**config.mk**
```make
export PLATFORM = sky130hd
export DESIGN_NAME = mem_port_arbiter
export DESIGN_NICKNAME = d
export VERILOG_FILES = /design/src/rtl/mem_port_arbiter.sv
export SDC_FILE = /design/constraint.sdc
export NUM_CORES = 1
export LEC_CHECK = 0
export ABC_AREA = 1
export BUFFER_PORTS_ARGS = -buffer_cell sky130_fd_sc_hd__clkbuf_2
export CAP_MARGIN = 20
export CORE_AREA = 2 2 87 89
export CTS_BUF_LIST = sky130_fd_sc_hd__clkbuf_8
export CTS_CLUSTER_SIZE = 16
export DETAILED_ROUTE_END_ITERATION = 12
export DIE_AREA = 0 0 89 91
export PLACE_DENSITY = 0.83
export REMOVE_ABC_BUFFERS = 1
export SYNTH_ARGS = -nofsm -noshare
export SYNTH_HDL_FRONTEND = slang
export SYNTH_SLANG_ARGS = --single-unit
export TNS_END_PERCENT = 10
```
**constraint.sdc**
```tcl
create_clock -name clk_125mhz -period 5.94 [get_ports clk_125mhz]
set_input_delay 0.891 -clock clk_125mhz [delete_from_list [all_inputs] [get_ports clk_125mhz]]
set_output_delay 0.891 -clock clk_125mhz [all_outputs]
set_load 0.05 [all_outputs]
```
**src/rtl/mem_port_arbiter.sv**
```systemverilog
// mem_port_arbiter
// Owns the single data port of the 16384 x 32 BlockRAM and shares it between
// requester A (CPU data path) and requester B (DMA / peripheral master).
// Reads and full-word writes issue in one cycle. Partial-byte writes take two
// cycles: a read of the target word, then the write. The memory merges the
// unselected bytes from its registered read data, so it needs that first read.
// The grant pulse and the memory command are combinational in the issuing
// cycle. Between issues the address, data and byte enables hold their last
// driven values.

module mem_port_arbiter #(
   parameter int AW = 14,
   parameter int DW = 32,
   parameter int RR = 1
) (
   input  logic               clk_125mhz,
   input  logic               reset,
   input  logic               a_req,
   input  logic               a_we,
   input  logic [AW-1:0]      a_addr,
   input  logic [DW-1:0]      a_wdata,
   input  logic [DW/8-1:0]    a_be,
   output logic               a_gnt,
   output logic               a_rvalid,
   input  logic               b_req,
   input  logic               b_we,
   input  logic [AW-1:0]      b_addr,
   input  logic [DW-1:0]      b_wdata,
   input  logic [DW/8-1:0]    b_be,
   output logic               b_gnt,
   output logic               b_rvalid,
   output logic [DW-1:0]      rdata,
   output logic               mem_we,
   output logic [AW-1:0]      mem_addr,
   output logic [DW-1:0]      mem_wdata,
   output logic [DW/8-1:0]    mem_be,
   input  logic [DW-1:0]      mem_rdata
);

   localparam int   BW    = DW / 8;
   localparam logic RR_EN = (RR != 32'sd0);

   typedef enum logic [0:0] {
      IDLE   = 1'b0,
      WMERGE = 1'b1
   } state_t;

   // Every byte lane is enabled, so the write needs no merge.
   function automatic logic be_full(input logic [BW-1:0] be);
      return &be;
   endfunction

   // No byte lane is enabled, so the write has no memory effect.
   function automatic logic be_none(input logic [BW-1:0] be);
      return ~(|be);
   endfunction

   state_t          state_r;
   logic            last_b_r;     // 1: B was granted last (the reset value)
   logic            wm_b_r;       // owner of the merge in progress
   logic            a_rvalid_r;
   logic            b_rvalid_r;
   logic [AW-1:0]   addr_r;
   logic [DW-1:0]   wdata_r;
   logic [BW-1:0]   be_r;

   state_t          next_state_s;
   logic            pick_b_s;
   logic            owner_b_s;
   logic            sel_req_s;
   logic            sel_we_s;
   logic [AW-1:0]   sel_addr_s;
   logic [DW-1:0]   sel_wdata_s;
   logic [BW-1:0]   sel_be_s;
   logic            gnt_s;
   logic            issue_s;
   logic            mem_we_s;

   // Choose the winner, select its fields and decode this cycle's command.
   always_comb begin
      gnt_s        = 1'b0;
      issue_s      = 1'b0;
      mem_we_s     = 1'b0;
      next_state_s = IDLE;
      pick_b_s     = 1'b0;

      if (a_req && b_req) begin
         pick_b_s = RR_EN ? ~last_b_r : 1'b0;
      end else if (b_req) begin
         pick_b_s = 1'b1;
      end else begin
         pick_b_s = 1'b0;
      end

      if (state_r == WMERGE) begin
         owner_b_s = wm_b_r;
      end else begin
         owner_b_s = pick_b_s;
      end

      if (owner_b_s) begin
         sel_req_s   = b_req;
         sel_we_s    = b_we;
         sel_addr_s  = b_addr;
         sel_wdata_s = b_wdata;
         sel_be_s    = b_be;
      end else begin
         sel_req_s   = a_req;
         sel_we_s    = a_we;
         sel_addr_s  = a_addr;
         sel_wdata_s = a_wdata;
         sel_be_s    = a_be;
      end

      if (reset) begin
         gnt_s        = 1'b0;
         issue_s      = 1'b0;
         mem_we_s     = 1'b0;
         next_state_s = IDLE;
      end else begin
         case (state_r)
            IDLE: begin
               if (sel_req_s) begin
                  issue_s = 1'b1;
                  if (sel_we_s && !be_full(sel_be_s) && !be_none(sel_be_s)) begin
                     next_state_s = WMERGE;
                  end else begin
                     gnt_s    = 1'b1;
                     mem_we_s = sel_we_s & be_full(sel_be_s);
                  end
               end else begin
                  next_state_s = IDLE;
               end
            end
            WMERGE: begin
               if (sel_req_s) begin
                  issue_s  = 1'b1;
                  gnt_s    = 1'b1;
                  mem_we_s = 1'b1;
               end else begin
                  next_state_s = IDLE;
               end
            end
            default: begin
               next_state_s = IDLE;
            end
         endcase
      end
   end

   // State, arbitration pointer, read-valid pipeline and command shadow.
   always_ff @(posedge clk_125mhz or posedge reset) begin
      if (reset) begin
         state_r    <= IDLE;
         last_b_r   <= 1'b1;
         wm_b_r     <= 1'b0;
         a_rvalid_r <= 1'b0;
         b_rvalid_r <= 1'b0;
         addr_r     <= {AW{1'b0}};
         wdata_r    <= {DW{1'b0}};
         be_r       <= {BW{1'b0}};
      end else begin
         state_r <= next_state_s;
         if ((state_r == IDLE) && (next_state_s == WMERGE)) begin
            wm_b_r <= owner_b_s;
         end
         if (gnt_s) begin
            last_b_r <= owner_b_s;
         end
         a_rvalid_r <= gnt_s & ~owner_b_s & ~sel_we_s;
         b_rvalid_r <= gnt_s &  owner_b_s & ~sel_we_s;
         if (issue_s) begin
            addr_r  <= sel_addr_s;
            wdata_r <= sel_wdata_s;
            be_r    <= sel_be_s;
         end
      end
   end

   assign a_gnt     = gnt_s & ~owner_b_s;
   assign b_gnt     = gnt_s &  owner_b_s;
   assign a_rvalid  = a_rvalid_r;
   assign b_rvalid  = b_rvalid_r;
   assign rdata     = mem_rdata;
   assign mem_we    = mem_we_s;
   assign mem_addr  = issue_s ? sel_addr_s  : addr_r;
   assign mem_wdata = issue_s ? sel_wdata_s : wdata_r;
   assign mem_be    = issue_s ? sel_be_s    : be_r;

endmodule

```
==> out/results.txt, run 1 <==
Vias -> 2816
Max-slew violation count -> 0
Number of antenna violations at the first check in global routing -> 0
RSZ-0062 raised after global routing -> false
Relative slew margins -> 50.7%
Final setup violation count -> 0
Clock insertion delay at the later pin of the skew report -> 0.30 ns
Hold Slack -> 0.489 ns
Drt pass-1 iters -> 7
Post-DP HPWL -> 6540 um
Remaining routing DRC violations -> 0
Pin count of the biggest net entering global routing -> 61
Worst Skew -> 0.0111 ns
Cell with the most instances after synthesis -> nand2_1
Yosys warns -> 0
CTS tree -> built
Antenna cell count -> 0
Met3 WL -> 1020 um
FFs w/ async S/R, synth -> 100%
Pwr Total -> 1.76 mW
Sink Count -> 55
Final Hold Fails -> 0
Core area -> 7140 sq um
Met1 wire length -> 3660 um
IR drop worst, VDD -> 0.000233 V
Cell Area, Synth -> 2990 sq um
CTS H-Tree Depth -> 2
Most used DFF post-synth -> dfrtp_1
Post-layout util -> 51.4%
CTS Buf Count -> 5
Longest Clk Path Bufs -> 2
Clock-pin slew on the worst setup and hold paths -> 0.09 ns
Yosys top cell by area -> dfrtp_1
Routed wl met2 -> 3660 um
Final Cell Area -> 3670 sq um
Initial DRC Count -> 70
Hold Crit Class -> reg2reg
Vias per cell -> 4.83
Startpoint types -> input port
Worst-margin pin slew -> 0.739 ns
Post-CTS setup buffers -> 0
DIE WIDTH -> 89 um
Register area share after synthesis -> 46.1%
Die Y -> 91 um
Final setup TNS -> 0 ns
Layout cells sized above 1 -> 39.9%
# rows -> 31
Die ar. -> 8100 sq um
Fmax -> 223 MHz
Post-CTS sizing -> 0
Synth top area cells -> dfrtp_1 (45%), nand2_1 (15%), buf_4 (8.0%)
Yosys reg bits -> 55
Post-synth EDFFs -> 0
Initial core utilization -> 41.9%
CP required -> 5.05 ns
Hold-fix buffers, CTS -> 0
Post-synth top cells -> nand2_1 (123), dfrtp_1 (54), nor2_1 (53)
Yosys cell types -> 24
Global Route Usage Sum -> 20.5%
Total length of routed wires -> 8450 um
Tmin final -> 4.48 ns
Number of max-cap violations -> 0
Setup crit end kind -> output pin
Routed Antenna Nets -> 0
Top-area cell type share of the netlist area -> 45.2%
First-pass GRT wire length -> 12700 um
Nets -> 621
Top Metal Used -> met5
Post-synthesis cell count -> 366
Dpl cell area -> 3570 sq um
WS Path Type -> in2out
Crit share post-route -> 75.4%
Pwr/cell area -> 480 nW/um^2
GPL Wtd Cong -> 0.794
# IOs -> 225
Vias in the first global route -> 2638
Outcome -> finished, final reports clean
PortBufs -> 160
Routed len/inst -> 14.5 um
Root Buffer -> clkbuf_8
Grt ovf -> 0
Area growth syn-to-layout -> 22.7%
Worst Path Max Fanout -> 60
Syn_area_per_cell -> 8.17 sq um
Static leakage -> 1.93 nW
Arr. time, crit path -> 3.59 ns
-- cell families after synthesis --
logic type             after synthesis  share of synthesized area, %
flip-flops                          55                          46.1
buffers and inverters               65                          14.1
AO/OA/AOI/OAI                       52                          13.1
AND/OR/NAND/NOR                    194                          26.7
-- cell usage in the layout, fill, tap and decap left out --
cell type,Yosys,routed
or2_2,2,2
a31oi_1,35,35
dfstp_2,1,1
o21ai_2,1,1
nand4_1,1,1
clkbuf_2,0,160
nand3b_1,3,3
nand2_1,123,123
buf_12,0,1
nand2_4,1,1
inv_2,2,3
nand2_2,1,1
inv_1,10,10
a31oi_2,11,11
clkbuf_8,0,6
clkinv_4,0,1
buf_4,32,2
nand3_1,7,7
or2_4,1,1
a211oi_1,1,1
nand3_4,2,2
nor2_1,53,53
o21ai_0,4,4
dfrtp_1,54,54
-- per-layer routing --
layer  up-vias  track usage, %
li1       1391               -
met1      1271            26.1
met2       142            30.0
met3        10            11.3
met4         2            4.73
met5         -            4.90
-- sequential cells by signal, indices dropped and copies added, names as in the netlist --
register  cells
wdata_r      32
addr_r       14
be_r          4
a_rvalid      1
b_rvalid      1
last_b_r      1
state_r       1
wm_b_r        1
-- stage by stage --
stage,instances,setup WS [ns]
floorplan,313,0.857
global placement,575,1.54
detailed placement,575,1.45
CTS,583,1.45
global route,583,1.21
finish,583,1.46
-- where the power goes --
group / leakage, nW / switching [mW] / internal, mW / total, mW
clock network: 0.0526 / 0.121 / 0.0942 / 0.216
registers: 0.626 / 0.0405 / 0.505 / 0.545
logic: 1.25 / 0.773 / 0.227 / 1.00
total: 1.93 / 0.934 / 0.826 / 1.76
-- layout make-up --
| cell class | count | area (sq um) |
|---|---|---|
| tap | 99 | 124 |
| fill | 726 | 3470 |
| timing repair buffer | 163 | 836 |
| sequential | 55 | 1380 |
| clock buffer | 6 | 82.6 |
| multi-input combinational | 246 | 1190 |
| clock inverter | 2 | 12.5 |
| inverter | 12 | 45.0 |
-- final timing paths --
kind / start / slack [ns] / cells after the start / to
setup / recovery: a_req / 1.46 / 11 / mem_addr[13]
hold / removal: last_b_r / 0.49 / 2 / last_b_r
setup reg to reg: state_r / 3.15 / 9 / addr_r[12]
hold reg to reg: last_b_r / 0.49 / 2 / last_b_r
max in group asynchronous: reset / 4.63 / 3 / addr_r[11]
min in group asynchronous: reset / 0.84 / 3 / state_r
-- worst max-delay path: stages --
cell and delay [ns]:
clkbuf_2 0.10, nand2_1 0.11, nand3_4 0.13, nand2_4 0.48, or2_4 0.24, nand3_4 0.11
inv_2 0.56, buf_12 0.31, nor2_1 0.06, a31oi_1 0.21, clkbuf_2 0.32
Power figures use the tool's default switching activity.
==> run 2, diff against run 1 <==
--- a/config.mk
+++ b/config.mk
@@ -5,14 +5,14 @@
 export SDC_FILE = /design/constraint.sdc
 export NUM_CORES = 1
 export LEC_CHECK = 0
-export ABC_AREA = 1
+export ABC_AREA = 0
 export BUFFER_PORTS_ARGS = -buffer_cell sky130_fd_sc_hd__clkbuf_2
 export CAP_MARGIN = 20
-export CORE_AREA = 2 2 87 89
+export CORE_MARGIN = 2
+export CORE_UTILIZATION = 41
 export CTS_BUF_LIST = sky130_fd_sc_hd__clkbuf_8
 export CTS_CLUSTER_SIZE = 16
 export DETAILED_ROUTE_END_ITERATION = 12
-export DIE_AREA = 0 0 89 91
 export PLACE_DENSITY = 0.83
 export REMOVE_ABC_BUFFERS = 1
 export SYNTH_ARGS = -nofsm -noshare
==> constraint.sdc (replaced) <==
create_clock -name clk_125mhz -period 4.6 [get_ports clk_125mhz]
set_input_delay 0.69 -clock clk_125mhz [delete_from_list [all_inputs] [get_ports clk_125mhz]]
set_output_delay 0.69 -clock clk_125mhz [all_outputs]
set_load 0.05 [all_outputs]
==> out/results.txt, run 2 <==
Reg-to-reg startpoint -> state_r
Grt ovf -> 0 (unchanged)
Hold Slack -> 0.439 ns (-0.0495 ns)
Reg2Reg Setup Slack -> 2.09 ns (-1.06 ns)
Most frequent cells in the layout -> clkbuf_2 (160), dfrtp_1 (54), nand2_1 (53)
Final Cell Area -> 3580 sq um (-2.5%)
First-pass GRT wire length -> 11100 um (-13%)
Final WS setup -> 1.07 ns (-0.394 ns)
Post-synth EDFFs -> 0 (unchanged)
Initial DRC Count -> 80 (+14%)
Reg2reg end -> wm_b_r
Pin count of the biggest net entering global routing -> 56 (-8.2%)
Area growth syn-to-layout -> 23.9%
Core area -> 6790 sq um (-4.8%)
Vias per cell -> 4.80 (-0.62%)
Synth top area cells -> dfrtp_1 (47%), mux2i_1 (17%), buf_4 (8.6%)
Arr. time, crit path -> 2.84 ns (-0.75 ns)
Routed len/inst -> 15.0 um (+3.8%)
Yosys reg bits -> 55 (unchanged)
Routed Antenna Nets -> 0 (unchanged)
# rows -> 30 (-3.2%)
Die ar. -> 7720 sq um (-4.6%)
Remaining routing DRC violations -> 0 (unchanged)
CTS Buf Count -> 5 (unchanged)
Syn_area_per_cell -> 10.2 sq um (+25%)
Number of antenna violations at the first check in global routing -> 0 (unchanged)
Worst Skew -> 0.00548 ns (-0.00562 ns)
Clock-pin slew on the worst setup and hold paths -> 0.09 ns (about the same)
Clock insertion delay at the later pin of the skew report -> 0.29 ns (about the same)
Max-slew violation count -> 0 (unchanged)
Final setup TNS -> 0 ns (unchanged)
CTS tree -> built
Startpoint types -> register
Clock Power Share -> 15.4% (+3.2 points)
Sequential power share -> 35.8% (+4.8 points)
PortBufs -> 160 (unchanged)
CP required -> 3.91 ns (-1.14 ns)
Post-CTS sizing -> 0 (unchanged)
FFs w/ async S/R, synth -> 100% (unchanged)
Post-synth top cells -> dfrtp_1 (54), nand2_1 (53), mux2i_1 (50)
Sw power -> 818 uW (-12%)
Nets -> 541 (-13%)
Setup WS pre-CTS -> 1.21 ns (-0.242 ns)
Post-DP HPWL -> 6190 um (-5.3%)
Largest registers -> wdata_r (32), addr_r (14), be_r (4)
Root Buffer -> clkbuf_8
Setup crit end kind -> output pin
Yosys cell types -> 28 (+17%)
Sw Ratio -> 45.9% (-7.2 points)
Outcome -> finished, final reports clean
Hold-fix buffers, CTS -> 0 (unchanged)
Pwr Total -> 1.78 mW (+1.3%)
Layout cells sized above 1 -> 43.8% (+3.9 points)
CTS H-Tree Depth -> 2 (unchanged)
Relative slew margins -> 45.5% (-5.1 points)
Cell with the most instances after synthesis -> dfrtp_1
Vias -> 2400 (-15%)
Final Hold Fails -> 0 (unchanged)
Number of max-cap violations -> 0 (unchanged)
Biggest register -> wdata_r
GPL Wtd Cong -> 0.809 (+1.9%)
Tmin final -> 3.53 ns
Worst-margin pin slew -> 0.817 ns (+0.0780 ns)
Dpl cell area -> 3460 sq um (-3.3%)
Die Y -> 87.9 um (-3.4%)
Pwr/cell area -> 499 nW/um^2 (+4.0%)
Top-area cell type share of the netlist area -> 46.8% (+1.6 points)
Drt pass-1 iters -> 4 (-3)
Cell Area, Synth -> 2890 sq um (-3.5%)
WS Path Type -> reg2out
Vias in the first global route -> 2219 (-16%)
Global Route Usage Sum -> 19.2% (-1.3 points)
Crit share post-route -> 76.8%
Static leakage -> 2.02 nW (+4.7%)
Final setup violation count -> 0 (unchanged)
Post-synthesis cell count -> 282 (-23%)
Yosys warns -> 0 (unchanged)
Commonest non-fill, non-tap cell in the layout -> clkbuf_2
RSZ-0062 raised after global routing -> false
Max FFs per register -> 32 (unchanged)
Yosys top cell by area -> dfrtp_1
Hold Crit Class -> in2async
Power share of the combinational group -> 48.9% (-7.9 points)
Post-CTS setup buffers -> 0 (unchanged)
Sink Count -> 55 (unchanged)
IR drop worst, VDD -> 0.000231 V (-0.62%)
Antenna cell count -> 0 (unchanged)
Worst Path Max Fanout -> 53 (-12%)
Longest Clk Path Bufs -> 2 (unchanged)
Internal -> 966 uW (+17%)
Register area share after synthesis -> 47.7% (+1.7 points)
Fmax -> 283 MHz
Initial core utilization -> 42.5% (+0.57 points)
Total length of routed wires -> 7520 um (-11%)
# IOs -> 225 (unchanged)
DIE WIDTH -> 87.9 um (-1.2%)
Worst Reg-to-Reg Cells -> 6 (-3)
Most used DFF post-synth -> dfrtp_1
run 2: changes by cell type after synthesis, sizes merged, moves of 3 or more:
cell / previous run / this run
nor2: 53 / 5
mux2i: 0 / 51
inv: 12 / 1
nand2: 125 / 53
nand3: 9 / 0
buf: 50 / 45
a31oi: 46 / 0
or2: 3 / 0
o21ai: 5 / 50
run 2: cell type report:
class | count | area (sq um)
fillers | 635 | 3220
flip-flops and latches | 55 | 1380
multi-input cells | 177 | 1140
repair buffers | 163 | 836
well taps | 96 | 120
clock buffers | 7 | 96.3
clock inverters | 1 | 3.75
inverters | 1 | 3.75
run 2: power groups by stage:
| stage | Clock, mW | Sequential, mW | Combinational (mW) |
|---|---|---|---|
| after floorplan | 0 | 0.644 | 0.675 |
| after global placement | 0 | 0.644 | 0.862 |
| after detailed placement | 0 | 0.649 | 0.877 |
| after CTS | 0.289 | 0.639 | 0.878 |
| after global routing | 0.312 | 0.650 | 0.929 |
| final | 0.274 | 0.639 | 0.872 |
run 2: worst max-delay path by stage:
stage	start	slack [ns]	end
2_1_floorplan	a_req	0.34	mem_addr[13]
3_3_place_gp	a_req	1.28	mem_addr[2]
3_5_place_dp	a_req	1.21	mem_wdata[18]
4_1_cts	state_r	1.03	mem_wdata[18]
5_1_grt	state_r	0.74	mem_addr[3]
6_report	state_r	1.07	mem_wdata[18]
run 2: per-stage QoR:
step | util [%] | instances
CTS | 52.3 | 499
floorplan | - | 233
finish | 52.6 | 500
global placement | 50.9 | 491
global route | 52.6 | 500
detailed placement | 50.9 | 491
run 2: layer usage:
metal,track usage (%),wire length (um),up-vias
met5,7.14,63,-
met4,3.36,57,2
met3,13.4,1220,8
met2,29.1,3280,147
met1,22.2,2900,1067
li1,-,-,1176
run 2: kinds of logic (layout without fill, tap and decap cells):
| logic type | Yosys count | count (layout) | share of synthesized area, % |
|---|---|---|---|
| buf+inv | 50 | 172 | 12.8 |
| compound gates | 54 | 54 | 10.0 |
| flops | 55 | 55 | 47.7 |
| simple gates | 70 | 70 | 10.8 |
| mux | 53 | 53 | 18.6 |
run 2: worst max-delay path, cell delays in order, from the launching register on:
cell	delay (ns)
dfrtp_1	0.50
nand2_1	0.12
a21oi_1	0.18
a211o_2	0.63
buf_4	0.55
nand2_1	0.13
o21ai_1	0.12
clkbuf_2	0.30
==> run 3, diff against run 2 <==
--- a/config.mk
+++ b/config.mk
@@ -9,11 +9,11 @@
 export BUFFER_PORTS_ARGS = -buffer_cell sky130_fd_sc_hd__clkbuf_2
 export CAP_MARGIN = 20
 export CORE_MARGIN = 2
-export CORE_UTILIZATION = 41
+export CORE_UTILIZATION = 37
 export CTS_BUF_LIST = sky130_fd_sc_hd__clkbuf_8
 export CTS_CLUSTER_SIZE = 16
 export DETAILED_ROUTE_END_ITERATION = 12
-export PLACE_DENSITY = 0.83
+export PLACE_DENSITY = 0.79
 export REMOVE_ABC_BUFFERS = 1
 export SYNTH_ARGS = -nofsm -noshare
 export SYNTH_HDL_FRONTEND = slang
==> constraint.sdc (replaced) <==
create_clock -name clk_125mhz -period 2.9 [get_ports clk_125mhz]
set_input_delay 0.435 -clock clk_125mhz [delete_from_list [all_inputs] [get_ports clk_125mhz]]
set_output_delay 0.435 -clock clk_125mhz [all_outputs]
set_load 0.05 [all_outputs]
==> out/results.txt, run 3 (synthesized netlist as in run 2, its figures left out) <==
Outcome -> finished, final reports clean
First-pass GRT wire length -> 12000 um (+8.0%)
Vias in the first global route -> 2383 (+7.4%)
Remaining routing DRC violations -> 0 (unchanged)
Initial core utilization -> 37.7% (-4.7 points)
Worst-margin pin slew -> 0.560 ns (-0.257 ns)
Post-DP HPWL -> 6290 um (+1.5%)
WS Path Type -> reg2out
CTS H-Tree Depth -> 2 (unchanged)
Pwr Total -> 2.81 mW (+58%)
Initial DRC Count -> 57 (-29%)
Fmax -> 366 MHz
Clock-pin slew on the worst setup and hold paths -> 0.09 ns (about the same)
Routed Antenna Nets -> 0 (unchanged)
Post-CTS setup buffers -> 0 (unchanged)
# rows -> 32 (+6.7%)
Area growth syn-to-layout -> 24.2%
Worst Skew -> 0.00562 ns (+0.000137 ns)
Largest registers -> wdata_r (32), addr_r (14), be_r (4)
Crit share post-route -> 94.2%
Global Route Usage Sum -> 18.3% (-0.94 points)
Number of max-cap violations -> 0 (unchanged)
Static leakage -> 2.03 nW (+0.25%)
Max FFs per register -> 32 (unchanged)
Startpoint types -> register
CP required -> 2.47 ns (-1.44 ns)
Area of the multi-input gates -> 1140 sq um (unchanged)
Setup crit end kind -> output pin
Pwr/cell area -> 785 nW/um^2 (+57%)
Final setup violation count -> 0 (unchanged)
PortBufs -> 160 (unchanged)
CTS Buf Count -> 5 (unchanged)
Arr. time, crit path -> 2.30 ns (-0.54 ns)
Non-filler cells, final -> 507 (+1.4%)
Biggest register -> wdata_r
# IOs -> 225 (unchanged)
Final Hold Fails -> 0 (unchanged)
Nets -> 542 (+0.18%)
CTS tree -> built
Longest Clk Path Bufs -> 2 (unchanged)
Worst Path Max Fanout -> 24 (-55%)
Storage cell area -> 1380 sq um (unchanged)
Relative slew margins -> 62.6% (+17 points)
DIE WIDTH -> 92.3 um (+5.0%)
Inst Count DP -> 499 (+1.6%)
Vias -> 2455 (+2.3%)
Layout cells sized above 1 -> 43.7% (-0.11 points)
Number of antenna violations at the first check in global routing -> 0 (unchanged)
Post-CTS sizing -> 0 (unchanged)
Vias per cell -> 4.84 (+0.88%)
Die Y -> 92.3 um (+5.0%)
GPL Wtd Cong -> 0.778 (-3.8%)
Sink Count -> 55 (unchanged)
Routed len/inst -> 15.4 um (+2.4%)
Hold-fix buffers, CTS -> 0 (unchanged)
Commonest non-fill, non-tap cell in the layout -> clkbuf_2
Pin count of the biggest net entering global routing -> 106 (+89%)
Tmin final -> 2.73 ns
IR drop worst, VDD -> 0.000309 V (+34%)
Core area -> 7650 sq um (+13%)
Clock insertion delay at the later pin of the skew report -> 0.30 ns (about the same)
Total length of routed wires -> 7810 um (+3.8%)
Die ar. -> 8520 sq um (+10%)
Max-slew violation count -> 0 (unchanged)
Antenna cell count -> 0 (unchanged)
Drt pass-1 iters -> 4 (unchanged)
RSZ-0062 raised after global routing -> false
Number of fill cells -> 732 (+15%)
Root Buffer -> clkbuf_8
Hold Crit Class -> in2async
Grt ovf -> 0 (unchanged)
Most frequent cells in the layout -> clkbuf_2 (160), dfrtp_1 (54), nand2_1 (53)
## run 3: final cells by class
| cell class | instances | area share [%] |
|---|---|---|
| sequential | 55 | 38.4 |
| clock buffer | 5 | 1.92 |
| inverter | 1 | 0.105 |
| tap | 102 | 3.56 |
| clock inverter | 3 | 0.349 |
| multi-input combinational | 177 | 31.8 |
| timing repair buffer | 164 | 23.9 |
## run 3: worst max-delay path, stage by stage (launching register included)
cell and delay [ns]:
dfstp_2 0.54, nand2_1 0.06, and3b_1 0.20, a21oi_4 0.15, buf_4 0.39, mux2i_1 0.14
o21ai_1 0.19, clkbuf_2 0.31
## run 3: per-layer routing
metal | vias to the layer above | global-route usage (%) | part of all wire, % | wire length (um)
met4 | 2 | 4.23 | 0.92 | 72
met1 | 1120 | 21.1 | 39 | 3050
li1 | 1178 | - | - | -
met2 | 144 | 26.7 | 43 | 3340
met5 | - | 7.05 | 0.83 | 65
met3 | 11 | 13.2 | 16 | 1280
## run 3: final timing paths
path	startpoint	to	slack (ns)	depth (start not counted)
hold / removal	reset	a_rvalid	0.17	2
hold reg to reg	wdata_r[23]	wdata_r[23]	0.50	2
setup / recovery	last_b_r	mem_wdata[1]	0.17	7
setup reg to reg	state_r	last_b_r	1.00	6
max in group asynchronous	reset	last_b_r	1.89	3
min in group clk_125mhz	a_we	a_rvalid	0.32	2
## run 3: report_power, final
group	switching [mW]	total (mW)	leakage [nW]	internal [mW]
clock network	0.239	0.403	0.0505	0.163
logic	1.02	1.40	1.30	0.380
registers	0.0634	1.01	0.677	0.949
total	1.32	2.81	2.03	1.49
## run 3: metrics by stage
step	utilization, %	hold slack, ns	setup TNS (ns)	worst slack [ns]	area (sq um)
global route	46.9	0.202	0	0.0172	3580
CTS	46.9	0.186	0	0.142	3580
global placement	45.8	0.472	0	0.513	3500
detailed placement	45.8	0.482	0	0.447	3500
finish	46.9	0.171	0	0.168	3580
floorplan	-	0.508	-66.98	-0.987	2520
